<file path="config.mk">
export PLATFORM = sky130hd
export DESIGN_NAME = sbio_queued_transmitter
export DESIGN_NICKNAME = d
export VERILOG_FILES = /design/src/rtl/sbio_queued_transmitter.sv
export SDC_FILE = /design/constraint.sdc
export NUM_CORES = 1
export LEC_CHECK = 0
export CORE_ASPECT_RATIO = 1.5
export CORE_MARGIN = 2
export CORE_UTILIZATION = 35
export CTS_CLUSTER_DIAMETER = 50
export CTS_CLUSTER_SIZE = 8
export DETAILED_ROUTE_END_ITERATION = 12
export PLACE_DENSITY_LB_ADDON = 0.2
export RECOVER_POWER = 100
export SLEW_MARGIN = 10
export SYNTH_ARGS = -nofsm -noshare
export SYNTH_HDL_FRONTEND = slang
export SYNTH_SLANG_ARGS = --single-unit
export TNS_END_PERCENT = 10
</file>
<file path="constraint.sdc">
create_clock -name clk -period 6.75 [get_ports clk]
set_clock_uncertainty 0.05 [all_clocks]
set_input_delay 1.35 -clock clk [delete_from_list [all_inputs] [get_ports clk]]
set_output_delay 1.35 -clock clk [all_outputs]
set_load 0.01 [all_outputs]
</file>
<file path="src/rtl/sbio_queued_transmitter.sv">
// Queued sbio line transmitter: FIFO of variable-length messages sent as
// idle-ones / one all-zero start cycle / LSB-first payload, with a programmable idle gap.
module sbio_queued_transmitter #(
    parameter int IO_BITS            = 2,
    parameter int MAX_PAYLOAD_CYCLES = 10,
    parameter int FIFO_DEPTH         = 4,
    parameter int GAP_BITS           = 4,
    parameter int PB                 = IO_BITS * MAX_PAYLOAD_CYCLES,
    parameter int LEN_BITS           = $clog2(MAX_PAYLOAD_CYCLES + 1),
    parameter int CNT_BITS           = $clog2(FIFO_DEPTH + 1)
) (
    input  logic                clk,
    input  logic                reset,
    input  logic                in_valid,
    output logic                in_ready,
    input  logic [PB-1:0]       in_payload,
    input  logic [LEN_BITS-1:0] in_len,
    input  logic [GAP_BITS-1:0] min_gap,
    output logic [IO_BITS-1:0]  tx_pins,
    output logic                busy,
    output logic [CNT_BITS-1:0] fifo_count,
    output logic                msg_sent
);

    localparam int PTR_BITS = (FIFO_DEPTH > 1) ? $clog2(FIFO_DEPTH) : 1;
    localparam logic [CNT_BITS-1:0] DEPTH_C   = CNT_BITS'(FIFO_DEPTH);
    localparam logic [LEN_BITS-1:0] MAX_LEN_C = LEN_BITS'(MAX_PAYLOAD_CYCLES);

    typedef enum logic [1:0] {S_IDLE, S_START, S_DATA, S_GAP} state_t;

    state_t                state_q, state_d;
    logic [PB-1:0]         sreg_q, sreg_d;
    logic [LEN_BITS-1:0]   len_q, len_d;
    logic [GAP_BITS-1:0]   gap_q, gap_d;
    logic [PB-1:0]         pay_mem_q [FIFO_DEPTH];
    logic [PB-1:0]         pay_mem_d [FIFO_DEPTH];
    logic [LEN_BITS-1:0]   len_mem_q [FIFO_DEPTH];
    logic [LEN_BITS-1:0]   len_mem_d [FIFO_DEPTH];
    logic [PTR_BITS-1:0]   wr_ptr_q, wr_ptr_d, rd_ptr_q, rd_ptr_d;
    logic [CNT_BITS-1:0]   count_q, count_d;

    logic                  push_s, pop_s, fifo_empty_s, ready_s;
    logic [PB-1:0]         head_pay_s;
    logic [LEN_BITS-1:0]   head_len_s, len_clamped_s;

    assign ready_s      = (count_q < DEPTH_C);
    assign fifo_empty_s = (count_q == CNT_BITS'(0));
    assign head_pay_s   = pay_mem_q[rd_ptr_q];
    assign head_len_s   = len_mem_q[rd_ptr_q];
    assign push_s       = in_valid && ready_s;

    // FIFO bookkeeping: store clamped length on push, advance pointers, track count
    always_comb begin
        pay_mem_d     = pay_mem_q;
        len_mem_d     = len_mem_q;
        wr_ptr_d      = wr_ptr_q;
        rd_ptr_d      = rd_ptr_q;
        count_d       = count_q;
        len_clamped_s = (in_len > MAX_LEN_C) ? MAX_LEN_C : in_len;
        if (push_s) begin
            pay_mem_d[wr_ptr_q] = in_payload;
            len_mem_d[wr_ptr_q] = len_clamped_s;
            wr_ptr_d            = wr_ptr_q + PTR_BITS'(1);
        end else begin
            wr_ptr_d = wr_ptr_q;
        end
        if (pop_s) begin
            rd_ptr_d = rd_ptr_q + PTR_BITS'(1);
        end else begin
            rd_ptr_d = rd_ptr_q;
        end
        if (push_s && !pop_s) begin
            count_d = count_q + CNT_BITS'(1);
        end else if (pop_s && !push_s) begin
            count_d = count_q - CNT_BITS'(1);
        end else begin
            count_d = count_q;
        end
    end

    // Next-state logic; a zero-length head is popped and dropped only from IDLE
    always_comb begin
        state_d = state_q;
        sreg_d  = sreg_q;
        len_d   = len_q;
        gap_d   = gap_q;
        pop_s   = 1'b0;
        case (state_q)
            S_IDLE: begin
                if (!fifo_empty_s) begin
                    pop_s = 1'b1;
                    if (head_len_s != LEN_BITS'(0)) begin
                        state_d = S_START;
                        sreg_d  = head_pay_s;
                        len_d   = head_len_s;
                    end else begin
                        state_d = S_IDLE;
                    end
                end else begin
                    state_d = S_IDLE;
                end
            end
            S_START: begin
                state_d = S_DATA;
            end
            S_DATA: begin
                sreg_d = sreg_q >> IO_BITS;
                len_d  = len_q - LEN_BITS'(1);
                if (len_q == LEN_BITS'(1)) begin
                    if (min_gap != GAP_BITS'(0)) begin
                        state_d = S_GAP;
                        gap_d   = min_gap;
                    end else if (!fifo_empty_s && (head_len_s != LEN_BITS'(0))) begin
                        pop_s   = 1'b1;
                        state_d = S_START;
                        sreg_d  = head_pay_s;
                        len_d   = head_len_s;
                    end else begin
                        state_d = S_IDLE;
                    end
                end else begin
                    state_d = S_DATA;
                end
            end
            S_GAP: begin
                if (gap_q <= GAP_BITS'(1)) begin
                    state_d = S_IDLE;
                end else begin
                    gap_d = gap_q - GAP_BITS'(1);
                end
            end
            default: begin
                state_d = S_IDLE;
            end
        endcase
    end

    // State, datapath and FIFO registers
    always_ff @(posedge clk) begin
        if (reset) begin
            state_q  <= S_IDLE;
            sreg_q   <= '0;
            len_q    <= LEN_BITS'(0);
            gap_q    <= GAP_BITS'(0);
            wr_ptr_q <= PTR_BITS'(0);
            rd_ptr_q <= PTR_BITS'(0);
            count_q  <= CNT_BITS'(0);
            for (int i = 0; i < FIFO_DEPTH; i++) begin
                pay_mem_q[i] <= '0;
                len_mem_q[i] <= LEN_BITS'(0);
            end
        end else begin
            state_q   <= state_d;
            sreg_q    <= sreg_d;
            len_q     <= len_d;
            gap_q     <= gap_d;
            wr_ptr_q  <= wr_ptr_d;
            rd_ptr_q  <= rd_ptr_d;
            count_q   <= count_d;
            pay_mem_q <= pay_mem_d;
            len_mem_q <= len_mem_d;
        end
    end

    // Outputs decoded purely from registered state
    always_comb begin
        in_ready   = ready_s;
        fifo_count = count_q;
        busy       = !fifo_empty_s || (state_q != S_IDLE);
        msg_sent   = (state_q == S_DATA) && (len_q == LEN_BITS'(1));
        case (state_q)
            S_START: tx_pins = {IO_BITS{1'b0}};
            S_DATA:  tx_pins = sreg_q[IO_BITS-1:0];
            default: tx_pins = {IO_BITS{1'b1}};
        endcase
    end

endmodule

</file>
Word-level counts from Yosys, hierarchy flattened
Index checks and enable logic that the tools add are counted.
W data, S select, Z words.

storage, ports and cells
  output and inout port bits = 8
  bits of input ports = 31
  bits in registers = 133

cells by class
  equal/unequal tests = 10
  add/sub/neg operators = 6
  bitwise logic cells = 2
  reductions and logical operators = 20
  multiplexer cells = 44
  order comparisons = 6

operators with widths
  kind                   number
  $mux W20               8
  $bwmux W80             1
  $mux W4                12
  $bmux W20 S2           1
  $demux W20 S2          1
  $pmux W20 S2           1
  $bwmux W16             1
  $pmux W4 S2            2
  $ne A2 B2 Y1 const B   6
  $bmux W4 S2            1
  $demux W4 S2           1
  $mux W2                4
  $pmux W2 S4            1
  $reduce_bool A2 Y1     4
  $reduce_bool A4 Y1     2
  $sub A4 B1 Y4 const B  2
  $ge A3 B3 Y1 const B   2
  $logic_and A1 B1 Y1    6
  $mux W1                6
  $mux W3                2
  $not A2 Y3             2
  $add A2 B1 Y2 const B  2
  $eq A2 B2 Y1 const B   2
  $eq A4 B1 Y1 const B   1
  15 further kinds       17

Logic depth before layout (Yosys ltp)
Gate-level depths: netlist of the first run.

  depth in word-level cells = 13
  mapped depth = 13
  depth with buffers taken out = 12

Worst setup path before layout of the first run
Ideal clock, no wire load.

  kind = input-to-reg
  start = in min_gap[0]
  end = reg count_q[2] (netlist: fifo_count[2])
  stages on the path = 11
  buffers on the path = 1
  slack = 3.498 ns
  arrival time = 3.132 ns
  data required time = 6.630 ns
  cells stage by stage = nor4_1 -> nand2b_1 -> clkbuf_1 -> o21ai_0 -> nand2_1 -> ha_1 -> inv_1 -> fa_1 -> xor2_1 -> or3_1 -> a21oi_1

between the ends
  longest elaborated chain between the ends = 7

RTL lines
  element                                        line  source
  start, declared                                18    input logic [GAP_BITS-1:0] min_gap,
  $reduce_bool A4 Y1 *                           110   if (min_gap != GAP_BITS'(0)) begin
  $mux W1 *                                      110
  $mux W1 *                                      109   if (len_q == LEN_BITS'(1)) begin
  $pmux W1 S2 *                                  88    case (state_q)
  $logic_not A1 Y1                               72    if (push_s && !pop_s) begin
  $logic_and A1 B1 Y1                            72
  $mux W3 or $reduce_bool A2 Y1 (tied branches)  n/a
  end signal, assigned                           159   count_q <= count_d;
  end, declared                                  40    logic [CNT_BITS-1:0] count_q, count_d;

Mark *: on every way between the ends. The rest lies on a longest branch, timed or not.
A chain may end at the register's enable or synchronous reset.

Worst setup path in the final report of the first run
  start = in reset
  end = reg sreg_q[15]

RTL lines
  element               line  source
  start, declared       13    input logic reset,
  end signal, assigned  154   sreg_q <= sreg_d;
  end, declared         32    logic [PB-1:0] sreg_q, sreg_d;

No word-level cell between the ends.

==> results of run 1 <==
-- logic make-up after synthesis --
| family | Yosys count | share of synthesized area, % |
|---|---|---|
| adders and majority gates | 10 | 2.32 |
| muxes | 28 | 10.2 |
| DFF | 133 | 46.6 |
| and+or+nand+nor | 292 | 21.5 |
| xor gates and xnor gates | 3 | 0.460 |
| AOI/OAI and AO/OA | 152 | 14.8 |
| buffers and inverters | 60 | 4.16 |
-- final cells by class --
type                    count  area (µm²)
fillers                  1634        9280
clock buffers              19         453
inverters                   9        33.8
multi-input cells         485        2810
well taps                 206         258
clock inverters            13         194
flip-flops and latches    133        2660
repair buffers             47         423
-- Yosys cell counts (2+ instances only) --
master / number
sky130_fd_sc_hd__nand2_1: 191
sky130_fd_sc_hd__dfxtp_1: 133
sky130_fd_sc_hd__a21oi_1: 105
sky130_fd_sc_hd__nor2_1: 48
sky130_fd_sc_hd__clkbuf_1: 42
sky130_fd_sc_hd__mux4_2: 24
sky130_fd_sc_hd__nor3_1: 21
sky130_fd_sc_hd__o22ai_1: 18
sky130_fd_sc_hd__ha_1: 9
sky130_fd_sc_hd__inv_1: 9
sky130_fd_sc_hd__nand2b_1: 6
sky130_fd_sc_hd__o21ai_0: 6
sky130_fd_sc_hd__a211oi_1: 5
sky130_fd_sc_hd__and2_1: 5
sky130_fd_sc_hd__nor2b_1: 5
sky130_fd_sc_hd__buf_1: 4
sky130_fd_sc_hd__buf_2: 4
sky130_fd_sc_hd__nand3_1: 4
sky130_fd_sc_hd__or3_1: 4
sky130_fd_sc_hd__a31oi_1: 3
sky130_fd_sc_hd__a21o_1: 2
sky130_fd_sc_hd__mux2_2: 2
sky130_fd_sc_hd__mux2i_1: 2
sky130_fd_sc_hd__o21a_1: 2
sky130_fd_sc_hd__o31ai_1: 2
sky130_fd_sc_hd__or2_2: 2
sky130_fd_sc_hd__xor2_1: 2
-- flip-flops by register name, indices dropped and copies added, names as in the netlist --
| name | cells |
|---|---|
| wr_ptr_q | 2 |
| sreg_q | 20 |
| pay_mem_q | 80 |
| state_q | 2 |
| gap_q | 4 |
| len_q | 4 |
| len_mem_q | 16 |
| rd_ptr_q | 2 |
| fifo_count | 3 |
-- routing by layer --
metal | global-route usage (%) | up-vias | routed length (µm)
met5 | 0 | - | 0
met4 | 6.29 | 0 | 194
met3 | 3.33 | 15 | 685
met2 | 32.6 | 122 | 8030
met1 | 20.4 | 2317 | 6010
li1 | - | 2345 | -
-- power breakdown --
group          internal [mW]  switching [mW]  leakage [nW]
combinational          0.319           0.378         0.943
sequential             0.910           0.117          1.08
clock                  0.643           0.356         0.303
total                   1.87           0.852          2.33
-- path summary, 6_finish.rpt --
check	endpoint	slack (ns)	cells past startpoint	start
worst max-delay path	sreg_q[15]$_SDFFE_PP0P_	1.67	3	reset
worst min register to register	pay_mem_q[15]$_SDFFE_PP0P_	0.40	2	pay_mem_q[15]$_SDFFE_PP0P_
worst min-delay path	pay_mem_q[15]$_SDFFE_PP0P_	0.40	2	pay_mem_q[15]$_SDFFE_PP0P_
worst max register to register	fifo_count[2]$_SDFFE_PP0P_	2.28	10	rd_ptr_q[0]$_SDFFE_PP0P_
-- worst max-delay path, delay by kind of cell --
kind	cells	cell delay (ns)
buffers and inverters	2	3.46
AND/OR/NAND/NOR	1	0.28
-- metrics by stage --
stage                     worst slack [ns]  instances  hold slack [ns]  utilization [%]  cell area, µm²
after global routing                  1.43        912            0.422             42.4            6840
after floorplan                       3.50        678            0.383                -            5710
final                                 1.67        912            0.401             42.4            6840
after global placement                2.87        880            0.388             38.6            6220
after detailed placement              2.78        880            0.396             38.6            6220
after CTS                             2.83        912            0.404             42.6            6870
==> key figures, run 1 <==
Clock tree
  • TritonCTS clock tree: done
  • CTS max path bufs: 2
  • Number of buffers added by the clock tree synthesis step: 17
  • CTS Hold Bufs: 0
  • CTS clock-pin slew for the worst setup and hold paths: 0.06 ns
  • Clock latency on the worst-skew pair: 0.41 ns
  • Post-CTS resize count: 0
  • TritonCTS sink count: 133
  • Clock H-tree levels: 4
  • Clock root buffer: sky130_fd_sc_hd__clkbuf_16
  • Setup Fix Bufs, Post-CTS: 0

Finish
  • Antenna Diode Count: 0
  • Fraction of layout instances using a drive strength above 1: under 10%
  • Leading cell types in the layout, fill and taps excluded: sky130_fd_sc_hd__nand2_1 (191), sky130_fd_sc_hd__dfxtp_1 (133), sky130_fd_sc_hd__a21oi_1 (105), sky130_fd_sc_hd__nor2_1 (48), sky130_fd_sc_hd__clkdlybuf4s50_1 (28)
  • P&R area growth vs syn: 19.6%
  • Leading cell type in the layout, fill and taps excluded: sky130_fd_sc_hd__nand2_1
  • Post-layout net count: 734

Synthesis
  • Library cell occupying the most area in the post-synthesis netlist: sky130_fd_sc_hd__dfxtp_1
  • Ranking of synthesized cells by area: sky130_fd_sc_hd__dfxtp_1 (47%), sky130_fd_sc_hd__nand2_1 (13%), sky130_fd_sc_hd__mux4_2 (9.5%)
  • Proportion of netlist area held by the largest area contributor: 46.6%
  • Warnings from Yosys: 0
  • Post-Synthesis Mean Instance Area: roughly 8.4 µm²
  • Async set-reset flop share out of synthesis: 0%
  • Portion of the post-synthesis area used by sequential elements: 46.6%
  • Cell variety after synth: 45
  • Flip-flop cell with the highest count after synthesis: sky130_fd_sc_hd__dfxtp_1
  • Net Count, Synth: 719
  • Count of flip-flops with a built-in enable after synthesis: 0
  • Mapped cell area: 5710 µm²
  • Register bit count reported by yosys: 133
  • Cells after synthesis: 678

Run status
  • Violations in the final reports: max-capacitance violations, max-slew violations
  • Outcome: finished with violations

Place
  • DP Wirelength: 8920 µm
  • Routability congestion estimate from global placement: 0.757
  • Count of buffers from port buffering: 38

Timing
  • Total negative slack: 0 ns
  • Setup repair after global routing missed its margin: false
  • Final count of pins violating max slew: 225
  • Fmax achieved: 0.197 GHz
  • Share of the clock period used by the worst path after layout: between 70 and 80%
  • Transition time of the tightest slew-check pin: around 4.4 ns
  • Setup Viol. Count Final: 0
  • Endpoints failing hold: 0
  • Slew HR: -193%
  • Min Clock Period, post-route: 5.08 ns

Critical path
  • Arr. time, crit path: approximately 5.1 ns
  • Type of element capturing the critical path: flip-flop
  • WP data required: 6.79 ns
  • Worst setup path category: primary input to flip-flop
  • CP max stage delay: between 3 and 4 ns
  • Setup crit start kind: primary input
  • CP max FO: 98
  • Cells traversed along the worst timing path: buf_4 > clkbuf_1 > nor3_1
  • Slowest CP cell: sky130_fd_sc_hd__clkbuf_1

Routing
  • Violation count after the first detailed-route iteration: 304
  • Length of the first detailed-routing pass in iterations: 5
  • Post-route ant nets: 0
  • Avg WL per Cell: 16.4 µm
  • Via density: roughly 5.3
  • DR vias: around 4,800
  • Remaining routing DRC violations: 0
  • Routed wire length: approximately 15,000 µm

Die
  • Starting density of the core: 35.5%
  • Die width: 108 µm
  • Io pins: 39
  • Die ar.: 17,400 µm²
  • Number of rows in the core area: 57
  • Floorplan Core Area: about 16,000 µm²
  • Height of the die: 160 µm

Global route
  • Vias in the first global route: 4,673
  • Global route total overflow: 0
  • Antenna violations before repair: 0
  • Global Route Usage Sum: 17.8%
  • First-pass GRT wire length: 23,800 µm
  • Maximum number of pins on one net before global-route repair: 99

Power
  • Worst-case vdd ir drop: between 0.15 and 0.2 mV
  • Static Leakage: 2.33 nW
  • Total power per unit cell area: 398 nW/µm²
  • Power, Total: 2.72 mW

Flow run
  • Max-cap violations: 6

Hold path
  • Worst hold path type: flip-flop to flip-flop
No activity file was read; power rests on OpenSTA's default activity.
==> inputs of run 2 (changes only) <==
- clock period: 6.75 -> 4.6 ns (I/O delays scaled with it)
==> run 2 against run 1 <==
Net effect: the run now ends clean; clock-buffer cell count increased by 4; hold slack barely moved; sequential power increased by 46%; largest power group unchanged; power is 46% higher; die area unchanged; clock power up 44%; critical path type is now flip-flop to flip-flop.
==> key figures, run 2 (synthesis results as in run 1) <==
Die
  • Die width: 108 µm (unchanged)
  • Floorplan Core Area: 16,100 µm² (unchanged)
  • Die ar.: 17,400 µm² (unchanged)
  • Number of rows in the core area: 57 (unchanged)
  • Height of the die: 160 µm (unchanged)
  • Io pins: 39 (unchanged)
  • Starting density of the core: 35.5% (unchanged)

Timing
  • Endpoints failing hold: 0 (unchanged)
  • Final count of pins violating max slew: 0 (-100%)
  • Min Clock Period, post-route: 3.60 ns
  • Worst hold slack: 0.401 ns (+0.000211 ns)
  • Transition time of the tightest slew-check pin: 1.48 ns (-2.92 ns)
  • Setup repair after global routing missed its margin: false
  • Setup Viol. Count Final: 0 (unchanged)
  • Share of the clock period used by the worst path after layout: 78.3%
  • Crit path setup slack, layout: 0.999 ns (-0.666 ns)
  • Slew HR: 1.49% (+190 points)
  • Fmax achieved: between 0.2 and 0.3 GHz
  • Total negative slack: 0 ns (unchanged)

Critical path
  • Arr. time, crit path: 3.88 ns (-1.24 ns)
  • CP max FO: 20 (-80%)
  • Slowest CP cell: sky130_fd_sc_hd__dfxtp_2
  • CP max stage delay: 0.77 ns (-2.35 ns)
  • Cells traversed along the worst timing path: mux4_2 > nor4_4 > o21ai_0 > nand2_1 > ha_1 > inv_1 > fa_1 > xor2_1 > or3_1 > a21oi_1
  • Worst setup path category: flip-flop to flip-flop
  • Setup crit start kind: flip-flop
  • WP data required: 4.88 ns (-1.91 ns)
  • Type of element capturing the critical path: flip-flop

Routing
  • Avg WL per Cell: 16.2 µm (-0.71%)
  • DR vias: 4,767 (-0.67%)
  • Remaining routing DRC violations: 0 (unchanged)
  • Violation count after the first detailed-route iteration: 265 (-13%)
  • Routed wire length: 14,900 µm (-0.17%)
  • Post-route ant nets: 0 (unchanged)
  • Via density: 5.20 (-1.2%)
  • Length of the first detailed-routing pass in iterations: 5 (unchanged)

Power
  • Static Leakage: 2.35 nW (+1.0%)
  • Internal power: 2.77 mW (+48%)
  • Logic pwr share: 26.1% (+0.5 points)
  • Net switching power figure: 1.21 mW (+43%)
  • Worst-case vdd ir drop: 0.218 mV (+44%)
  • Sw Ratio: 30.5% (-0.78 points)
  • Sequential fraction of design power: 37.7% (about the same)
  • Total power per unit cell area: 581 nW/µm² (+46%)
  • Proportion of power drawn by the clock network: 36.3% (-0.4 points)

Hold path
  • Worst hold path type: flip-flop to flip-flop

Finish
  • Largest registers: pay_mem_q (80), sreg_q (20), len_mem_q (16)
  • Leading cell type in the layout, fill and taps excluded: sky130_fd_sc_hd__nand2_1
  • Non-filler cells, final: 917 (+0.55%)
  • Register with the most flip-flops: pay_mem_q
  • Antenna Diode Count: 0 (unchanged)
  • Fraction of layout instances using a drive strength above 1: 9.28% (-0.066 points)
  • Flip-flop and latch area: 2660 µm² (about the same)
  • Largest register FFs: 80 (unchanged)
  • Leading cell types in the layout, fill and taps excluded: sky130_fd_sc_hd__nand2_1 (191), sky130_fd_sc_hd__dfxtp_1 (132), sky130_fd_sc_hd__a21oi_1 (105), sky130_fd_sc_hd__nor2_1 (48), sky130_fd_sc_hd__clkdlybuf4s50_1 (27)
  • Post-layout net count: 739 (+0.68%)
  • Fill cell count: 1,639 (+0.31%)
  • P&R area growth vs syn: 19.8%
  • Combined area of the multi-input logic cells: 2810 µm² (-0.18%)

Clock tree
  • Clock H-tree levels: 4 (unchanged)
  • CTS clock-pin slew for the worst setup and hold paths: 0.05 ns (about the same)
  • Clock root buffer: sky130_fd_sc_hd__clkbuf_16
  • TritonCTS clock tree: done
  • Number of buffers added by the clock tree synthesis step: 17 (unchanged)
  • CTS Hold Bufs: 0 (unchanged)
  • Post-CTS resize count: 0 (unchanged)
  • CTS max path bufs: 2 (unchanged)
  • Setup Fix Bufs, Post-CTS: 0 (unchanged)
  • TritonCTS sink count: 133 (unchanged)
  • Clock latency on the worst-skew pair: 0.41 ns (about the same)

Global route
  • Global Route Usage Sum: 17.8% (about the same)
  • Maximum number of pins on one net before global-route repair: 102 (+3.0%)
  • Vias in the first global route: 4,639 (-0.73%)
  • Global route total overflow: 0 (unchanged)
  • First-pass GRT wire length: 23,900 µm (about the same)
  • Antenna violations before repair: 0 (unchanged)

Place
  • Routability congestion estimate from global placement: 0.748 (-1.1%)
  • Number of placed instances, taps included: 885 (+0.57%)
  • Pre-CTS worst setup slack: 0.963 ns (-1.81 ns)
  • Count of buffers from port buffering: 38 (unchanged)
  • DP Wirelength: 9560 µm (+7.2%)

Flow run
  • Max-cap violations: 0 (-6)

Run status
  • Outcome: complete, no violations
-- run 2: cell count changes in the layout (fill, tap and decap cells not counted), sizes merged --
cell and change:
clkinv +2, buf +2, dlygate4sd3 +1, clkinvlp -3
clkdlybuf4s50 -1, clkbuf +7, inv -3
-- run 2: cell type report --
type,count,area share [%]
Clock buffer,23,7.13
Clock inverter,9,2.16
Inverter,9,0.493
Multi-Input combinational cell,485,41.0
Sequential cell,133,38.9
Tap cell,206,3.76
Timing Repair Buffer,52,6.56
-- run 2: final timing paths --
check | from | end | slack, ns | cells after the start
max | rd_ptr_q[0]$_SDFFE_PP0P_ | fifo_count[2]$_SDFFE_PP0P_ | 1.0 | 10
min | pay_mem_q[21]$_SDFFE_PP0P_ | pay_mem_q[21]$_SDFFE_PP0P_ | 0.40 | 2
max reg2reg | rd_ptr_q[0]$_SDFFE_PP0P_ | fifo_count[2]$_SDFFE_PP0P_ | 1.0 | 10
min reg2reg | pay_mem_q[21]$_SDFFE_PP0P_ | pay_mem_q[21]$_SDFFE_PP0P_ | 0.40 | 2
-- run 2: metal layers --
metal  track usage, %  up-vias  wire length (µm)
met4             5.36        0               189
met5                0        -                 0
met1             21.0     2279              6080
met3             3.61       16               677
li1                 -     2354                 -
met2             32.2      118              7950
-- run 2: power by group through the flow --
stage / Combinational [mW] / Sequential (mW) / Clock (mW)
after floorplan: 0.810 / 1.44 / 0
after global placement: 1.04 / 1.52 / 0
after detailed placement: 1.07 / 1.52 / 0
after CTS: 1.07 / 1.50 / 1.47
after global routing: 1.15 / 1.53 / 1.52
final: 1.04 / 1.50 / 1.44
-- run 2: worst max-delay path: cells and delay by family (launching register included) --
family,cells,cell delay [ns]
compound gates,2,0.37
xor+xnor,1,0.18
fa+ha+maj,2,0.56
buf+inv,1,0.06
flops,1,0.77
mux,1,0.66
simple gates,3,0.87
-- run 2: through the flow --
step	instance area (µm²)	power (mW)	utilization, %
final	6850	3.98	42.5
after global routing	6850	4.20	42.5
after CTS	6890	4.04	42.8
after detailed placement	6260	2.59	38.8
after global placement	6260	2.56	38.8
after floorplan	5710	2.25	-
==> inputs of run 3 (changes only) <==
- clock period: 4.6 -> 3.8 ns (I/O delays scaled with it)
==> run 3 against run 2 <==
Net effect: the run now ends with max-capacitance violations, max-slew violations left; critical path type unchanged; hold slack better by 0.00051 ns; largest power group unchanged; non-clock buffer count grew 3; setup slack got worse by 0.51 ns.
==> key figures, run 3 (synthesis results as in run 1) <==
Run status
  • Outcome: finished with violations
  • Violations in the final reports: max-capacitance violations, max-slew violations

Clock tree
  • CTS Hold Bufs: 0 (unchanged)
  • Clock root buffer: sky130_fd_sc_hd__clkbuf_16
  • Setup Fix Bufs, Post-CTS: 0 (unchanged)
  • CTS clock-pin slew for the worst setup and hold paths: 0.06 ns (about the same)
  • Number of buffers added by the clock tree synthesis step: 17 (unchanged)
  • CTS max path bufs: 2 (unchanged)
  • TritonCTS sink count: 133 (unchanged)
  • Post-CTS resize count: 0 (unchanged)
  • Clock H-tree levels: 4 (unchanged)
  • Clock latency on the worst-skew pair: 0.42 ns (about the same)
  • TritonCTS clock tree: done

Global route
  • Antenna violations before repair: 0 (unchanged)
  • Global route total overflow: 0 (unchanged)
  • First-pass GRT wire length: 24,200 µm (+1.6%)
  • Vias in the first global route: 4,692 (+1.1%)
  • Maximum number of pins on one net before global-route repair: 94 (-7.8%)
  • Global Route Usage Sum: 18.0% (+0.15 points)

Finish
  • Register with the most flip-flops: pay_mem_q
  • Fill cell count: 1,613 (-1.6%)
  • Leading cell types in the layout, fill and taps excluded: sky130_fd_sc_hd__nand2_1 (191), sky130_fd_sc_hd__dfxtp_1 (132), sky130_fd_sc_hd__a21oi_1 (105), sky130_fd_sc_hd__nor2_1 (48), sky130_fd_sc_hd__clkdlybuf4s50_1 (28)
  • Largest register FFs: 80 (unchanged)
  • Fraction of layout instances using a drive strength above 1: 10.4% (+1.1 points)
  • Non-filler cells, final: 920 (+0.33%)
  • Largest registers: pay_mem_q (80), sreg_q (20), len_mem_q (16)
  • Post-layout net count: 742 (+0.41%)
  • Final design instance area without fill: 6860 µm² (+0.24%)
  • Flip-flop and latch area: 2660 µm² (unchanged)
  • Antenna Diode Count: 0 (unchanged)
  • P&R area growth vs syn: 20.1%
  • Combined area of the multi-input logic cells: 2820 µm² (+0.40%)
  • Leading cell type in the layout, fill and taps excluded: sky130_fd_sc_hd__nand2_1

Timing
  • Endpoints failing hold: 0 (unchanged)
  • Share of the clock period used by the worst path after layout: 87.1% (+8.8 points)
  • Min Clock Period, post-route: 3.31 ns (-0.290 ns)
  • Slew HR: -4.42% (-5.9 points)
  • Setup Viol. Count Final: 0 (unchanged)
  • Worst hold slack: 0.402 ns (+0.000507 ns)
  • Setup repair after global routing missed its margin: false
  • Total negative slack: 0 ns (unchanged)
  • Final count of pins violating max slew: 75 (+75)
  • Fmax achieved: 0.302 GHz (+8.8%)
  • Transition time of the tightest slew-check pin: 1.57 ns (+0.0886 ns)

Critical path
  • Worst setup path category: flip-flop to flip-flop
  • Setup crit start kind: flip-flop
  • CP max FO: 11 (-45%)
  • WP data required: 4.09 ns (-0.79 ns)
  • Arr. time, crit path: 3.60 ns (-0.28 ns)
  • Type of element capturing the critical path: flip-flop

Power
  • Net switching power figure: 1.50 mW (+24%)
  • Power, Total: 4.77 mW (+20%)
  • Static Leakage: 2.34 nW (-0.35%)
  • Internal power: 3.26 mW (+18%)
  • Logic pwr share: 27.3% (+1.2 points)
  • Total power per unit cell area: 694 nW/µm² (+19%)
  • Sequential fraction of design power: 37.6% (about the same)
  • Proportion of power drawn by the clock network: 35.1% (-1.2 points)
  • Worst-case vdd ir drop: 0.302 mV (+39%)
  • Sw Ratio: 31.5% (+0.99 points)

Place
  • Routability congestion estimate from global placement: 0.762 (+1.8%)
  • DP Wirelength: 9670 µm (+1.1%)
  • Number of placed instances, taps included: 888 (+0.34%)
  • DP Area: 6280 µm² (+0.36%)
  • Count of buffers from port buffering: 38 (unchanged)

Routing
  • Avg WL per Cell: 16.3 µm (+0.30%)
  • Violation count after the first detailed-route iteration: 304 (+15%)
  • Length of the first detailed-routing pass in iterations: 4 (-1)
  • DR vias: 4,782 (+0.31%)
  • Post-route ant nets: 0 (unchanged)
  • Via density: 5.20 (about the same)
  • Remaining routing DRC violations: 0 (unchanged)
  • Routed wire length: 15,000 µm (+0.62%)

Die
  • Die width: 108 µm (unchanged)
  • Floorplan Core Area: 16,100 µm² (unchanged)
  • Height of the die: 160 µm (unchanged)
  • Die ar.: 17,400 µm² (unchanged)
  • Io pins: 39 (unchanged)
  • Number of rows in the core area: 57 (unchanged)
  • Starting density of the core: 35.5% (unchanged)

Hold path
  • Worst hold path type: flip-flop to flip-flop

Flow run
  • Max-cap violations: 3 (+3)
## run 3: final timing paths
| check | from | endpoint | slack [ns] | cells after the start |
|---|---|---|---|---|
| max | rd_ptr_q[0]$_SDFFE_PP0P_ | fifo_count[2]$_SDFFE_PP0P_ | 0.49 | 10 |
| max reg2reg | rd_ptr_q[0]$_SDFFE_PP0P_ | fifo_count[2]$_SDFFE_PP0P_ | 0.49 | 10 |
| min reg2reg | pay_mem_q[9]$_SDFFE_PP0P_ | pay_mem_q[9]$_SDFFE_PP0P_ | 0.40 | 2 |
| min | pay_mem_q[9]$_SDFFE_PP0P_ | pay_mem_q[9]$_SDFFE_PP0P_ | 0.40 | 2 |
## run 3: cell type report
type                    instances  share of cell area (%)
repair buffers                 55                    6.98
clock buffers                  20                    6.65
well taps                     206                    3.76
clock inverters                12                    2.24
flip-flops and latches        133                    38.8
inverters                       9                   0.492
multi-input cells             485                    41.1
## run 3: routing by layer
layer	track usage (%)	routed length, µm	up-vias	part of all wire (%)
li1	-	-	2369	-
met1	20.4	6050	2290	40
met2	31.9	8040	96	54
met3	3.49	563	27	3.8
met4	8.62	334	0	2.2
met5	0	0	-	0
## run 3: critical path, stage by stage, from the launching register on
cell                      delay [ns]
sky130_fd_sc_hd__dfxtp_2        0.51
sky130_fd_sc_hd__mux4_2         0.62
sky130_fd_sc_hd__nor4_4         0.45
sky130_fd_sc_hd__o21ai_0        0.20
sky130_fd_sc_hd__nand2_1        0.14
sky130_fd_sc_hd__ha_1           0.19
sky130_fd_sc_hd__inv_1          0.06
sky130_fd_sc_hd__fa_1           0.38
sky130_fd_sc_hd__xor2_1         0.18
sky130_fd_sc_hd__or3_1          0.31
sky130_fd_sc_hd__a21oi_1        0.15
## run 3: power by group through the flow
stage	sequential [mW]	clock (mW)	combinational, mW
after floorplan	1.74	0	0.980
after global placement	1.81	0	1.31
after detailed placement	1.82	0	1.33
after CTS	1.79	1.71	1.34
after global routing	1.82	1.77	1.43
final	1.79	1.67	1.30
## run 3: per-stage QoR
| step | setup WS, ns | utilization [%] |
|---|---|---|
| 6_report | 0.490 | 42.6 |
| 4_1_cts | 0.466 | 42.7 |
| 5_1_grt | 0.248 | 42.6 |
| 3_5_place_dp | 0.393 | 39.0 |
| 2_1_floorplan | 0.838 | - |
| 3_3_place_gp | 0.481 | 39.0 |
